`config.mk`:
```
export PLATFORM = sky130hd
export DESIGN_NAME = fetch_unit
export DESIGN_NICKNAME = d
export VERILOG_FILES = /design/src/rtl/fetch_unit.sv
export SDC_FILE = /design/constraint.sdc
export NUM_CORES = 1
export LEC_CHECK = 0
export BUFFER_PORTS_ARGS = -buffer_cell sky130_fd_sc_hd__buf_2
export CORE_MARGIN = 2
export CORE_UTILIZATION = 60
export CTS_BUF_LIST = sky130_fd_sc_hd__clkbuf_16
export CTS_CLUSTER_DIAMETER = 120
export CTS_CLUSTER_SIZE = 10
export DETAILED_ROUTE_END_ITERATION = 12
export PLACE_DENSITY = 0.83
export SETUP_SLACK_MARGIN = 0.1
export SYNTH_ARGS = -nofsm -noshare
export SYNTH_HDL_FRONTEND = slang
export SYNTH_SLANG_ARGS = --single-unit
```
`constraint.sdc`:
```
create_clock -name clk_i -period 8.6 [get_ports clk_i]
set_input_delay 0.86 -clock clk_i [delete_from_list [all_inputs] [get_ports clk_i]]
set_output_delay 0.86 -clock clk_i [all_outputs]
set_load 0.05 [all_outputs]
```
`src/rtl/fetch_unit.sv`:
```
`default_nettype none
// ============================================================================
// Module      : fetch_unit
// Description : Instruction fetch stage. Generates sequential word PCs,
//               issues requests to instruction memory, tags each in-order
//               response with the PC it was fetched from, buffers the tagged
//               words and hands them to the instruction fifo over
//               valid/ready. A redirect retargets the PC and discards every
//               response still owed for requests issued before it.
// Revision    : 1.0 - initial release
// ----------------------------------------------------------------------------
// Ports
//   clk_i             in   1      clock
//   rst_ni            in   1      asynchronous active-low reset
//   redirect_valid_i  in   1      redirect fetch this cycle
//   redirect_pc_i     in   Width  new fetch target (low two bits ignored)
//   imem_req_valid_o  out  1      memory request valid
//   imem_req_addr_o   out  Width  request word address (current PC)
//   imem_req_ready_i  in   1      memory accepts request
//   imem_rsp_valid_i  in   1      response valid (in order, no backpressure)
//   imem_rsp_data_i   in   Width  returned instruction word
//   out_valid_o       out  1      tagged instruction available
//   out_pc_o          out  Width  PC of out_instr_o
//   out_instr_o       out  Width  instruction word
//   out_ready_i       in   1      downstream accepts
// ============================================================================
module fetch_unit #(
  parameter int unsigned      Width     = 32,
  parameter logic [Width-1:0] ResetPc   = '0,
  parameter int unsigned      DepthLog2 = 2
) (
  input  logic             clk_i,
  input  logic             rst_ni,
  input  logic             redirect_valid_i,
  input  logic [Width-1:0] redirect_pc_i,
  output logic             imem_req_valid_o,
  output logic [Width-1:0] imem_req_addr_o,
  input  logic             imem_req_ready_i,
  input  logic             imem_rsp_valid_i,
  input  logic [Width-1:0] imem_rsp_data_i,
  output logic             out_valid_o,
  output logic [Width-1:0] out_pc_o,
  output logic [Width-1:0] out_instr_o,
  input  logic             out_ready_i
);

  localparam int                   c_DEPTH   = 2 ** DepthLog2;
  localparam int                   c_CW      = DepthLog2 + 1;
  localparam int                   c_OW      = c_CW + 1;
  localparam logic [c_OW-1:0]      c_OCC_MAX = c_OW'(c_DEPTH);
  localparam logic [c_CW-1:0]      c_CNT_ONE = c_CW'(1);
  localparam logic [DepthLog2-1:0] c_PTR_ONE = DepthLog2'(1);
  localparam logic [Width-1:0]     c_PC_STEP = Width'(4);

  // Control state
  logic                 r_run;
  logic [Width-1:0]     r_pc;
  logic [c_CW-1:0]      r_inflight;
  logic [c_CW-1:0]      r_drop;
  logic [c_CW-1:0]      r_buf_cnt;
  logic [DepthLog2-1:0] r_buf_rd;
  logic [DepthLog2-1:0] r_buf_wr;
  logic [DepthLog2-1:0] r_tag_rd;
  logic [DepthLog2-1:0] r_tag_wr;

  // Storage: response buffer and PC tag queue
  logic [Width-1:0]     r_buf_pc    [c_DEPTH];
  logic [Width-1:0]     r_buf_instr [c_DEPTH];
  logic [Width-1:0]     r_tag       [c_DEPTH];

  logic [c_OW-1:0]      w_occ;
  logic                 w_req_fire;
  logic                 w_pop;
  logic                 w_keep;
  logic [c_CW-1:0]      w_inflight_after_rsp;
  logic                 w_unused_pc_lsb;

  // Issue is throttled on outstanding requests plus buffered words, so every
  // response that arrives is guaranteed a free buffer slot.
  assign w_occ            = {1'b0, r_inflight} + {1'b0, r_buf_cnt};
  assign imem_req_valid_o = r_run && !redirect_valid_i && (w_occ < c_OCC_MAX);
  assign imem_req_addr_o  = r_pc;
  assign w_req_fire       = imem_req_valid_o && imem_req_ready_i;

  // Outputs come only from registered buffer state: no path from imem_rsp_*.
  assign out_valid_o      = (r_buf_cnt != '0) && !redirect_valid_i;
  assign out_pc_o         = r_buf_pc[r_buf_rd];
  assign out_instr_o      = r_buf_instr[r_buf_rd];
  assign w_pop            = out_valid_o && out_ready_i;

  // A response is kept only if it is not owed to a pre-redirect request and
  // does not itself coincide with a redirect.
  assign w_keep           = imem_rsp_valid_i && !redirect_valid_i && (r_drop == '0);

  assign w_inflight_after_rsp = r_inflight - c_CW'(imem_rsp_valid_i);

  // The redirect target is forced word-aligned.
  assign w_unused_pc_lsb  = ^redirect_pc_i[1:0];

  always_ff @(posedge clk_i or negedge rst_ni) begin
    if (!rst_ni) begin
      r_run      <= 1'b0;
      r_pc       <= ResetPc;
      r_inflight <= '0;
      r_drop     <= '0;
      r_buf_cnt  <= '0;
      r_buf_rd   <= '0;
      r_buf_wr   <= '0;
      r_tag_rd   <= '0;
      r_tag_wr   <= '0;
    end else begin
      r_run <= 1'b1;

      // Every response retires the oldest tag, whether kept or dropped, so
      // the tag queue stays aligned with the memory's response order.
      if (imem_rsp_valid_i) begin
        r_tag_rd <= r_tag_rd + c_PTR_ONE;
      end

      if (redirect_valid_i) begin
        // Everything still outstanding belongs to the old path and must be
        // discarded on arrival; this also absorbs any earlier drop count.
        r_pc       <= {redirect_pc_i[Width-1:2], 2'b00};
        r_inflight <= w_inflight_after_rsp;
        r_drop     <= w_inflight_after_rsp;
        r_buf_cnt  <= '0;
        r_buf_rd   <= r_buf_wr;
      end else begin
        if (w_req_fire) begin
          r_pc     <= r_pc + c_PC_STEP;
          r_tag_wr <= r_tag_wr + c_PTR_ONE;
        end
        r_inflight <= r_inflight + c_CW'(w_req_fire) - c_CW'(imem_rsp_valid_i);
        if (imem_rsp_valid_i && (r_drop != '0)) begin
          r_drop <= r_drop - c_CNT_ONE;
        end
        if (w_keep) begin
          r_buf_wr <= r_buf_wr + c_PTR_ONE;
        end
        if (w_pop) begin
          r_buf_rd <= r_buf_rd + c_PTR_ONE;
        end
        r_buf_cnt <= r_buf_cnt + c_CW'(w_keep) - c_CW'(w_pop);
      end
    end
  end

  always_ff @(posedge clk_i or negedge rst_ni) begin
    if (!rst_ni) begin
      for (int i = 0; i < c_DEPTH; i++) begin
        r_tag[i]       <= '0;
        r_buf_pc[i]    <= '0;
        r_buf_instr[i] <= '0;
      end
    end else begin
      if (w_req_fire) begin
        r_tag[r_tag_wr] <= r_pc;
      end
      if (w_keep) begin
        r_buf_pc[r_buf_wr]    <= r_tag[r_tag_rd];
        r_buf_instr[r_buf_wr] <= imem_rsp_data_i;
      end
    end
  end

`ifndef SYNTHESIS
  a_rsp_has_request: assert property (@(posedge clk_i) disable iff (!rst_ni)
    imem_rsp_valid_i |-> (r_inflight != '0));
  a_occupancy_bound: assert property (@(posedge clk_i) disable iff (!rst_ni)
    w_occ <= c_OCC_MAX);
`endif

endmodule
`default_nettype wire

```
### Word level (Yosys, flattened, before mapping)

Index checks and enable logic that the tools add are counted.

* flip-flop bits (word level): 434
* input port bits: 70

* add/subtract/negate cells: 12
* order comparisons: 7
* muxes and demuxes: 24
* bitwise operators: 5
* reductions and logical operators: 19

Operators with widths (count)
* $bwmux 128: 3
* $mux 32: 10
* $bmux 32 s2: 3
* $demux 32 s2: 2
* $add 32x3->32 const B: 1
* $ge 3x3->1 const B: 4
* $mux 3: 4
* $not 2->3: 4
* $logic_and 1x1->1: 10
* $sub 3x1->3: 3
* $add 2x1->2 const B: 4
* $add 3x1->3: 2
* $lt 3x1->1 const B: 2
* $reduce_bool 2->1: 3
* $reduce_bool 3->1: 2
* $add 3x3->4: 1
* $lt 4x3->1 const B: 1
* $mux 2: 2
* $reduce_and 2->1: 2
* $logic_not 3->1: 1
* $sub 3x1->3 const B: 1
* $logic_not 1->1: 1
* $not 1->1: 1

### Depth between registers and ports, before layout

Gate-level depths: netlist of the first run.

* depth after elaboration: 7
* gate-level depth with buffers: 13

### Least setup slack after synthesis of the first run

OpenSTA, ideal clock, no wires.

* kind: input-to-reg
* start point: input port redirect_valid_i
* end point: register r_inflight[2]
* arrival time: 2.984 ns
* data required time: 8.521 ns
* setup slack: 5.537 ns
* cell stages on the path: 12
* buffers on the path: 2
* cells stage by stage: nor3b_1 and4_1 inv_1 buf_2 buf_2 ha_1 inv_1 ha_1 fa_1 xor2_1 o21ai_0 xor2_1

* longest elaborated chain between the ends: 7

Ends and longest elaborated chain
* start, declared: line 34 `input logic redirect_valid_i,`
* $logic_not 1->1: line 81 `assign imem_req_valid_o = r_run && !redirect_valid_i && (w_occ < c_OCC_MAX);`
* $logic_and 1x1->1 (2 in a row): line 81
* $logic_and 1x1->1: line 83 `assign w_req_fire = imem_req_valid_o && imem_req_ready_i;`
* $add 3x1->3: line 133 `r_inflight <= r_inflight + c_CW'(w_req_fire) - c_CW'(imem_rsp_valid_i);`
* $sub 3x1->3: line 133
* $mux 3 (*): line 120 `if (redirect_valid_i) begin`
* end signal, assigned: line 124 `r_inflight <= w_inflight_after_rsp;`
* end signal, assigned: line 133
* end, declared: line 58 `logic [c_CW-1:0] r_inflight;`

Mark *: on every way between the ends. The rest lies on a longest branch, timed or not.
A chain may end at the register's enable or synchronous reset.

### Final worst setup path of the first run

* start point: register r_buf_rd[0]
* end point: output port out_pc_o[14]

* longest elaborated chain between the ends: 4

Ends and longest elaborated chain
* start, declared: line 61 `logic [DepthLog2-1:0] r_buf_rd;`
* start signal, assigned: line 127 `r_buf_rd <= r_buf_wr;`
* start signal, assigned: line 141 `r_buf_rd <= r_buf_rd + c_PTR_ONE;`
* $not 2->3 (not written as such): line 87 `assign out_pc_o = r_buf_pc[r_buf_rd];`
* $bmux 32 s2: line 87
* $mux 32 (not written as such) (2 in a row): line 87
* end, declared: line 42 `output logic [Width-1:0] out_pc_o,`

No other way between the ends. The select of a mux whose other input is x is not followed.

==> flow_summary.json, run 1 <==
{
  "cellPowerDensity_nw_per_um2": 368,
  "most-common-layout-cells": "dfrtp_1 (413), mux2_2 (330), buf_2 (160), mux4_2 (92), nand2_1 (58)",
  "rows": 64,
  "synth_area_leader_cell": "dfrtp_1",
  "critPathCaptureType": "primary output",
  "io_pins": 168,
  "hp-class": "in -> async",
  "max_stage_delay_ns": 0.81,
  "drv_slew": 0,
  "nets": 1478,
  "cts.reportedPaths.clkPinSlew_ns": 0.05,
  "die-area_um2": 32800,
  "first_global_vias": 12100,
  "drtIter0Drc": 626,
  "arrival_ns": 2.98,
  "clock_latency_ns": 0.55,
  "antenna_found_initial": 0,
  "ys_seq_area_share_pct": 55.4,
  "reg2reg_depth": 11,
  "worstPathCellList": "buf_4 > mux4_2 > buf_2",
  "num_antenna_cells": 0,
  "slew_headroom_pct": 28.5,
  "vias_per_cell": 6.29,
  "drt_wl_total_um": 39200,
  "cts_resized": 0,
  "fin_crit_ns": 3.84,
  "design_area_um2": 21000,
  "dpl_cell_area_um2": 19700,
  "dp_hpwl_um": 23600,
  "drive_above_1_share_pct": 47.4,
  "setup_tns_ns": 0,
  "crit_path_start_kind": "flip-flop",
  "post-route-util_pct": 68.3,
  "worstPathMaxFanout": 44,
  "drc": 0,
  "firstDrtPassIters": 5,
  "leakage_nw": 10.3,
  "required_ns": 7.74,
  "grt_max_degree": 190,
  "hold_viol": 0,
  "cts_setup_buffers": 0,
  "syn_area_um2": 18800,
  "worstSetupPathType": "reg -> out",
  "fillCellCount": 2081,
  "synth_seq_cells": 416,
  "synth_top_area_share_pct": 55.4,
  "reg2reg_from": "r_buf_cnt[1]$_DFF_PN0_",
  "synthArstFlopShare_pct": 100,
  "cts_max_path_buffers": 3,
  "fin_hold_ws_ns": 0.350,
  "clock.fmax_mhz": 260,
  "tightest_slew_ns": 1.07,
  "finalSetupViolCount": 0,
  "rsz0062_at_grt": "no",
  "final_common_cell": "dfrtp_1",
  "port_buffers": 161,
  "place_congestion": 0.825,
  "h-tree-depth": 2,
  "dieWidth_um": 181,
  "start_util_pct": 61.1,
  "drtAntennaViolNets": 0,
  "yosys-top-cells-area": "dfrtp_1 (55%), mux2_2 (20%), mux4_2 (11%)",
  "numCtsBuffers": 47,
  "wire_per_inst_um": 21.9,
  "areaGrowthSynthToFinish_pct": 11.7,
  "core_area_um2": 30700,
  "r2r_end": "r_inflight[2]$_DFF_PN0_",
  "ir_worst_vdd_mv": 0.189,
  "maxCapViolations": 0,
  "grt_usage_pct": 24.9,
  "cts_hold_buf": 0,
  "ys.flop_type": "dfrtp_1",
  "clkSinkCount": 416,
  "grt-ovfl-total": 0,
  "outcome": "finished, final reports clean",
  "post-route-period-util_pct": 44.7,
  "critPathSlowestCell": "buf_4",
  "cts_tree": "yes",
  "synth_cell_types": 52,
  "die_y_um": 181,
  "clock_tree.root_cell": "clkbuf_16",
  "skew_ns": 0.0186,
  "r2r_setup_slack_ns": 5.50,
  "synth_edf_count": 0,
  "syn_area_per_cell_um2": 15.0,
  "num_vias": 11200,
  "postSynthCellCount": 1253,
  "yosysWarnings": 0,
  "grt_pass1_wl_um": 64800
}
[metrics by stage]
| step | worst slack [ns] | cells | power, mW |
|---|---|---|---|
| after global placement | 4.56 | 1734 | 5.88 |
| final | 4.76 | 1785 | 7.72 |
| after detailed placement | 4.49 | 1734 | 6.03 |
| after global routing | 4.56 | 1785 | 8.12 |
| after floorplan | 5.54 | 1256 | 5.32 |
| after CTS | 4.66 | 1785 | 7.78 |
[how the worst max path moves through the flow]
stage	from	end	slack, ns
5_1_grt	r_buf_rd[0]$_DFFE_PN0P_	out_pc_o[14]	4.56
4_1_cts	r_buf_rd[0]$_DFFE_PN0P_	out_pc_o[14]	4.66
3_3_place_gp	redirect_valid_i	r_inflight[2]$_DFF_PN0_	4.56
2_1_floorplan	redirect_valid_i	r_inflight[2]$_DFF_PN0_	5.54
3_5_place_dp	redirect_valid_i	r_inflight[2]$_DFF_PN0_	4.49
6_report	r_buf_rd[0]$_DFFE_PN0P_	out_pc_o[14]	4.76
[state kept, by name, indices dropped and copies added, names as in the netlist]
register / cells
r_drop: 3
r_tag_rd: 2
r_tag_wr: 2
r_buf_cnt: 3
r_buf_instr: 128
r_buf_pc: 120
r_buf_rd: 2
imem_req_addr_o: 30
r_tag: 120
r_run: 1
r_buf_wr: 2
r_inflight: 3
[cells in the mapped netlist, types with 2 or more instances]
cell      instances
nor2b_1           6
mux4_2           92
and4_1            3
or3_1             3
clkbuf_1         24
a21o_1            2
buf_6             9
nand3_1          18
inv_1            19
o21ai_0          42
nand4_1          11
o211ai_1         11
buf_4             7
a21oi_1          10
a211oi_1          2
mux2_1           22
mux2i_1           2
conb_1            2
a41oi_1           2
and2_1            4
nand2_2           8
ha_1             19
o311ai_0          6
xnor2_1           6
xor2_1            6
buf_2            43
nor2_1           17
nand2b_1          3
mux2_2          330
and3_1            6
nor3_1            7
nand2_1          58
buf_1             5
dfrtp_1         416
a221o_1           5
nand3b_1          4
a31oi_1           5
fa_1              2
a22oi_1           3
[layer usage]
metal | vias up | routed length [um] | track usage, %
met5 | - | 0 | 0
met4 | 0 | 688 | 6.41
met3 | 64 | 2060 | 3.95
met2 | 344 | 19400 | 42.3
met1 | 5949 | 17000 | 33.9
li1 | 4872 | - | -
[worst max-delay path: cells and delay by family (launching register included)]
kind | cells | cell delay (ns)
buffers and inverters | 2 | 1.05
DFF | 1 | 0.73
muxes | 1 | 0.64
[report_power, final]
part	internal, mW	leakage [nW]	total, mW	switching [mW]
combinational	1.24	4.15	2.79	1.54
clock	0.992	0.612	1.71	0.719
sequential	2.71	5.49	3.22	0.513
[final cells by class]
cell class | instances | area [um2] | area share (%)
well taps | 396 | 495 | 2.36
repair buffers | 171 | 903 | 4.30
flip-flops and latches | 416 | 10400 | 49.6
multi-input cells | 732 | 7860 | 37.4
clock buffers | 47 | 1180 | 5.60
clock inverters | 4 | 66.3 | 0.316
inverters | 19 | 71.3 | 0.340
[cell families (layout without fill, tap and decap cells)]
group	Yosys count	after routing	share of synthesized area, %
buffers and inverters	108	241	2.95
flip-flops	416	416	55.4
adder cells (fa/ha/maj)	21	21	1.48
multiplexers	446	446	32.2
AND/OR/NAND/NOR	158	158	4.37
other	2	5	0.0400
XOR/XNOR	12	12	0.559
AO/OA/AOI/OAI	90	90	3.00
Note: power is estimated with default switching activity, not from simulation.
==> run 2, diff against run 1 <==
--- a/config.mk
+++ b/config.mk
@@ -7,12 +7,12 @@
 export LEC_CHECK = 0
 export BUFFER_PORTS_ARGS = -buffer_cell sky130_fd_sc_hd__buf_2
 export CORE_MARGIN = 2
-export CORE_UTILIZATION = 60
+export CORE_UTILIZATION = 54
 export CTS_BUF_LIST = sky130_fd_sc_hd__clkbuf_16
 export CTS_CLUSTER_DIAMETER = 120
 export CTS_CLUSTER_SIZE = 10
 export DETAILED_ROUTE_END_ITERATION = 12
-export PLACE_DENSITY = 0.83
+export PLACE_DENSITY = 0.79
 export SETUP_SLACK_MARGIN = 0.1
 export SYNTH_ARGS = -nofsm -noshare
 export SYNTH_HDL_FRONTEND = slang
==> constraint.sdc (replaced) <==
create_clock -name clk_i -period 3.25 [get_ports clk_i]
set_input_delay 0.325 -clock clk_i [delete_from_list [all_inputs] [get_ports clk_i]]
set_output_delay 0.325 -clock clk_i [all_outputs]
set_load 0.05 [all_outputs]
==> run 2 against run 1 <==
Hold slack got worse by 0.34 ns; register-to-register slack worse by 4.9 ns; routed wire length grew 0.94%; clock power grew to 2.6 times the previous value; critical path depth did not move; count of clock-buffer cells in the layout is the same; critical path type unchanged; critical endpoint is now out_pc_o[30]; largest cell class unchanged; highest routed layer unchanged.
==> flow_summary.json, run 2 (synthesis gave the netlist of run 1 again) <==
{
  "drc": 0,
  "h-tree-depth": 2,
  "critPathSlowestCell": "dfrtp_4",
  "grt_pass1_wl_um": 64100,
  "fin_crit_ns": 2.84,
  "post-route-util_pct": 62.2,
  "arrival_ns": 2.51,
  "port_buffers": 161,
  "die_y_um": 191,
  "rows": 68,
  "dp_hpwl_um": 24600,
  "antenna_found_initial": 0,
  "firstDrtPassIters": 5,
  "clock_tree.root_cell": "clkbuf_16",
  "num_antenna_cells": 0,
  "cts.reportedPaths.clkPinSlew_ns": 0.06,
  "max_stage_delay_ns": 0.84,
  "required_ns": 2.92,
  "dieWidth_um": 191,
  "worstPathCellList": "buf_4 > mux4_2 > buf_2",
  "rsz0062_at_grt": "no",
  "hp-class": "in -> reg",
  "grt_max_degree": 82,
  "io_pins": 168,
  "critPathBufInv": 2,
  "vias_per_cell": 5.96,
  "drive_above_1_share_pct": 47.7,
  "clock.fmax_mhz": 353,
  "die-area_um2": 36300,
  "skew_ns": 0.0163,
  "cts_tree": "yes",
  "final_common_cell": "dfrtp_1",
  "crit_family": "flip-flops",
  "drt_wl_total_um": 39500,
  "critPathCaptureType": "primary output",
  "slew_headroom_pct": 30.1,
  "drtIter0Drc": 577,
  "finalSetupViolCount": 0,
  "setup_tns_ns": 0,
  "cts_setup_buffers": 0,
  "num_vias": 11200,
  "finalWorstSetupSlack_ns": 0.414,
  "clock_latency_ns": 0.54,
  "post-route-period-util_pct": 87.3,
  "worstSetupPathType": "reg -> out",
  "tightest_slew_ns": 1.05,
  "leakage_nw": 10.4,
  "numCtsBuffers": 47,
  "ir_worst_vdd_mv": 0.746,
  "crit_path_start_kind": "flip-flop",
  "drtAntennaViolNets": 0,
  "drv_slew": 0,
  "hold_viol": 0,
  "place_congestion": 0.810,
  "cellPowerDensity_nw_per_um2": 958,
  "biggestRegsByFlops": "r_buf_instr: 128 flops, r_buf_pc: 120 flops, r_tag: 120 flops",
  "cts_resized": 0,
  "place_ws_ns": 0.668,
  "clkSinkCount": 416,
  "start_util_pct": 54.7,
  "fin_hold_ws_ns": 0.0127,
  "cts_max_path_buffers": 3,
  "nets": 1504,
  "maxCapViolations": 0,
  "fin_total_pwr_mw": 20.5,
  "first_global_vias": 12000,
  "areaGrowthSynthToFinish_pct": 13.8,
  "most-common-layout-cells": "dfrtp_1 (413), mux2_2 (330), buf_2 (160), mux4_2 (92), nand2_1 (58)",
  "cts_hold_buf": 9,
  "worstPathMaxFanout": 29,
  "outcome": "finished, final reports clean",
  "wire_per_inst_um": 21.1,
  "core_area_um2": 34400,
  "regMostFlops": "r_buf_instr",
  "largest_reg_flops": 128,
  "grt-ovfl-total": 0,
  "grt_usage_pct": 22.4
}
==> run 2: worst paths after layout <==
kind	startpoint	end	slack [ns]	cells past startpoint
max in group asynchronous	rst_ni	r_tag[41]$_DFFE_PN0P_	2.06	3
hold reg to reg	r_tag[122]$_DFFE_PN0P_	r_tag[122]$_DFFE_PN0P_	0.48	2
setup reg to reg	r_inflight[2]$_DFF_PN0_	r_inflight[2]$_DFF_PN0_	0.65	11
setup / recovery	r_buf_rd[0]$_DFFE_PN0P_	out_pc_o[30]	0.41	3
min in group asynchronous	rst_ni	r_buf_instr[93]$_DFFE_PN0P_	0.35	2
hold / removal	redirect_pc_i[16]	imem_req_addr_o[16]$_DFFE_PN0N_	0.01	2
==> run 2: worst reg2reg max path, stage by stage, from the launching register on <==
cell     delay [ns]
dfrtp_1        0.41
ha_1           0.22
nor3b_1        0.22
and4_1         0.24
inv_1          0.06
ha_1           0.27
inv_1          0.04
ha_1           0.18
fa_1           0.38
xor2_1         0.16
o21ai_0        0.19
xor2_1         0.16
==> run 2: layout make-up <==
class	count	area, um2
fillers	2534	13000
flip-flops and latches	416	10400
multi-input cells	732	7850
repair buffers	197	1250
clock buffers	47	1180
well taps	455	569
inverters	19	71.3
clock inverters	6	63.8
==> run 2: power by group <==
part	switching, mW	internal [mW]
registers	1.36	7.17
clock network	1.89	2.63
logic	4.07	3.39
==> run 2: per-stage QoR <==
stage          cells  cell area [um2]
3_5_place_dp    1810            20100
5_1_grt         1872            21400
3_3_place_gp    1810            20100
2_1_floorplan   1256            18800
6_report        1872            21400
4_1_cts         1872            21400
==> run 2: per-layer routing <==
metal,up-vias,GRT usage [%],part of all wire [%],routed length (um)
met2,328,37.2,49,19200
met1,5864,31.3,44,17600
li1,4919,-,-,-
met4,0,5.01,1.4,545
met5,-,0,0,0
met3,45,3.66,5.5,2160
==> run 3, diff against run 2 <==
==> constraint.sdc (replaced) <==
create_clock -name clk_i -period 3.25 [get_ports clk_i]
set_input_delay 0.65 -clock clk_i [delete_from_list [all_inputs] [get_ports clk_i]]
set_output_delay 0.65 -clock clk_i [all_outputs]
set_load 0.05 [all_outputs]
==> run 3 against run 2 <==
Non-clock buffer count grew 6; cell area grew 0.47%; power grew 0.54%; routed wire length grew 0.91%; first-iteration DRC count shrank 16%; flip-flop and latch count is the same; clock skew grew 0.0026 ns; sequential share of layout area shrank 0.23 points; global-route usage grew 0.35 points; largest cell class unchanged.
==> flow_summary.json, run 3 (synthesis gave the netlist of run 1 again) <==
{
  "outcome": "finished, final reports clean",
  "cts.reportedPaths.clkPinSlew_ns": 0.06,
  "fin_total_pwr_mw": 20.6,
  "io_pins": 168,
  "grt_pass1_wl_um": 64900,
  "hold_viol": 0,
  "power_switching_mw": 7.34,
  "dp_hpwl_um": 26000,
  "critPathCaptureType": "primary output",
  "rows": 68,
  "required_ns": 2.60,
  "drtAntennaViolNets": 0,
  "fin_crit_ns": 2.90,
  "finalSetupViolCount": 0,
  "most-common-layout-cells": "dfrtp_1 (413), mux2_2 (330), buf_2 (160), mux4_2 (92), nand2_1 (58)",
  "place_ws_ns": 0.524,
  "largest_reg_flops": 128,
  "drive_above_1_share_pct": 48.5,
  "regMostFlops": "r_buf_instr",
  "internal_power_mw": 13.3,
  "nets": 1510,
  "drt_wl_total_um": 39900,
  "worstSetupPathType": "reg -> out",
  "fin_hold_ws_ns": 0.0910,
  "slew_headroom_pct": 49.7,
  "hp-class": "in -> async",
  "clkPwrFrac_pct": 22.2,
  "design_area_um2": 21500,
  "place_congestion": 0.827,
  "place_inst": 1825,
  "sw_frac_of_total_pct": 35.6,
  "multi_input_area_um2": 7850,
  "grt_usage_pct": 22.7,
  "drc": 0,
  "fillCellCount": 2521,
  "drtIter0Drc": 486,
  "drv_slew": 0,
  "wire_per_inst_um": 21.2,
  "numCtsBuffers": 47,
  "cts_hold_buf": 0,
  "areaGrowthSynthToFinish_pct": 14.3,
  "grt_max_degree": 76,
  "p_comb_share_pct": 36.8,
  "vias_per_cell": 5.96,
  "core_area_um2": 34400,
  "clkSinkCount": 416,
  "cts_setup_buffers": 0,
  "num_antenna_cells": 0,
  "maxCapViolations": 0,
  "die_y_um": 191,
  "cts_resized": 0,
  "grt-ovfl-total": 0,
  "clock_latency_ns": 0.55,
  "die-area_um2": 36300,
  "clock_tree.root_cell": "clkbuf_16",
  "start_util_pct": 54.7,
  "crit_path_start_kind": "flip-flop",
  "post-route-util_pct": 62.5,
  "cts_max_path_buffers": 3,
  "dpl_cell_area_um2": 20200,
  "leakage_nw": 10.5,
  "biggestRegsByFlops": "r_buf_instr: 128 flops, r_buf_pc: 120 flops, r_tag: 120 flops",
  "rsz0062_at_grt": "no",
  "worstPathMaxFanout": 11,
  "setup_tns_ns": 0,
  "final_common_cell": "dfrtp_1",
  "port_buffers": 161,
  "first_global_vias": 12000,
  "num_vias": 11200,
  "tightest_slew_ns": 0.752,
  "post-route-period-util_pct": 89.3,
  "arrival_ns": 2.25,
  "finalWorstSetupSlack_ns": 0.347,
  "firstDrtPassIters": 5,
  "cellPowerDensity_nw_per_um2": 959,
  "ir_worst_vdd_mv": 0.602,
  "skew_ns": 0.0189,
  "dieWidth_um": 191,
  "seqPwrFrac_pct": 41.0,
  "seq_area_um2": 10400,
  "clock.fmax_mhz": 344,
  "h-tree-depth": 2,
  "cts_tree": "yes",
  "antenna_found_initial": 0,
  "instances_no_fill": 1879
}
==> run 3: critical path, stage by stage, from the launching register on <==
cell	delay (ns)
dfrtp_4	0.57
buf_4	0.32
mux4_2	0.57
buf_2	0.24
==> run 3: area by class of cell <==
class                           instances  area share (%)
Tap cell                              455            2.65
Timing Repair Buffer                  203            6.14
Clock buffer                           48            5.59
Clock inverter                          6           0.309
Inverter                               19           0.332
Sequential cell                       416            48.5
Multi-Input combinational cell        732            36.5
==> run 3: power groups by stage <==
| stage | sequential (mW) | clock [mW] | combinational, mW |
|---|---|---|---|
| detailed placement | 8.51 | 0 | 7.64 |
| CTS | 8.44 | 4.69 | 7.67 |
| finish | 8.45 | 4.58 | 7.59 |
| global route | 8.70 | 4.91 | 8.12 |
| floorplan | 8.08 | 0 | 6.00 |
| global placement | 8.33 | 0 | 7.43 |
==> run 3: path summary, 6_finish.rpt <==
kind	start	endpoint	slack, ns	cells after the start
max	r_buf_rd[0]$_DFFE_PN0P_	out_pc_o[8]	0.35	3
min	rst_ni	r_buf_instr[121]$_DFFE_PN0P_	0.09	1
max reg2reg	r_inflight[2]$_DFF_PN0_	r_inflight[2]$_DFF_PN0_	0.68	11
min reg2reg	r_tag[68]$_DFFE_PN0P_	r_tag[68]$_DFFE_PN0P_	0.47	2
max in group asynchronous	rst_ni	r_buf_pc[113]$_DFFE_PN0P_	2.27	3
min in group clk_i	redirect_pc_i[11]	imem_req_addr_o[11]$_DFFE_PN0N_	0.33	3
==> run 3: layer usage <==
| layer | routed length [um] | GRT usage [%] | up-vias | share of wire [%] |
|---|---|---|---|---|
| met4 | 738 | 5.46 | 0 | 1.8 |
| met3 | 2220 | 3.44 | 63 | 5.6 |
| li1 | - | - | 4922 | - |
| met5 | 0 | 0 | - | 0 |
| met1 | 17500 | 31.4 | 5884 | 44 |
| met2 | 19400 | 38.3 | 325 | 49 |
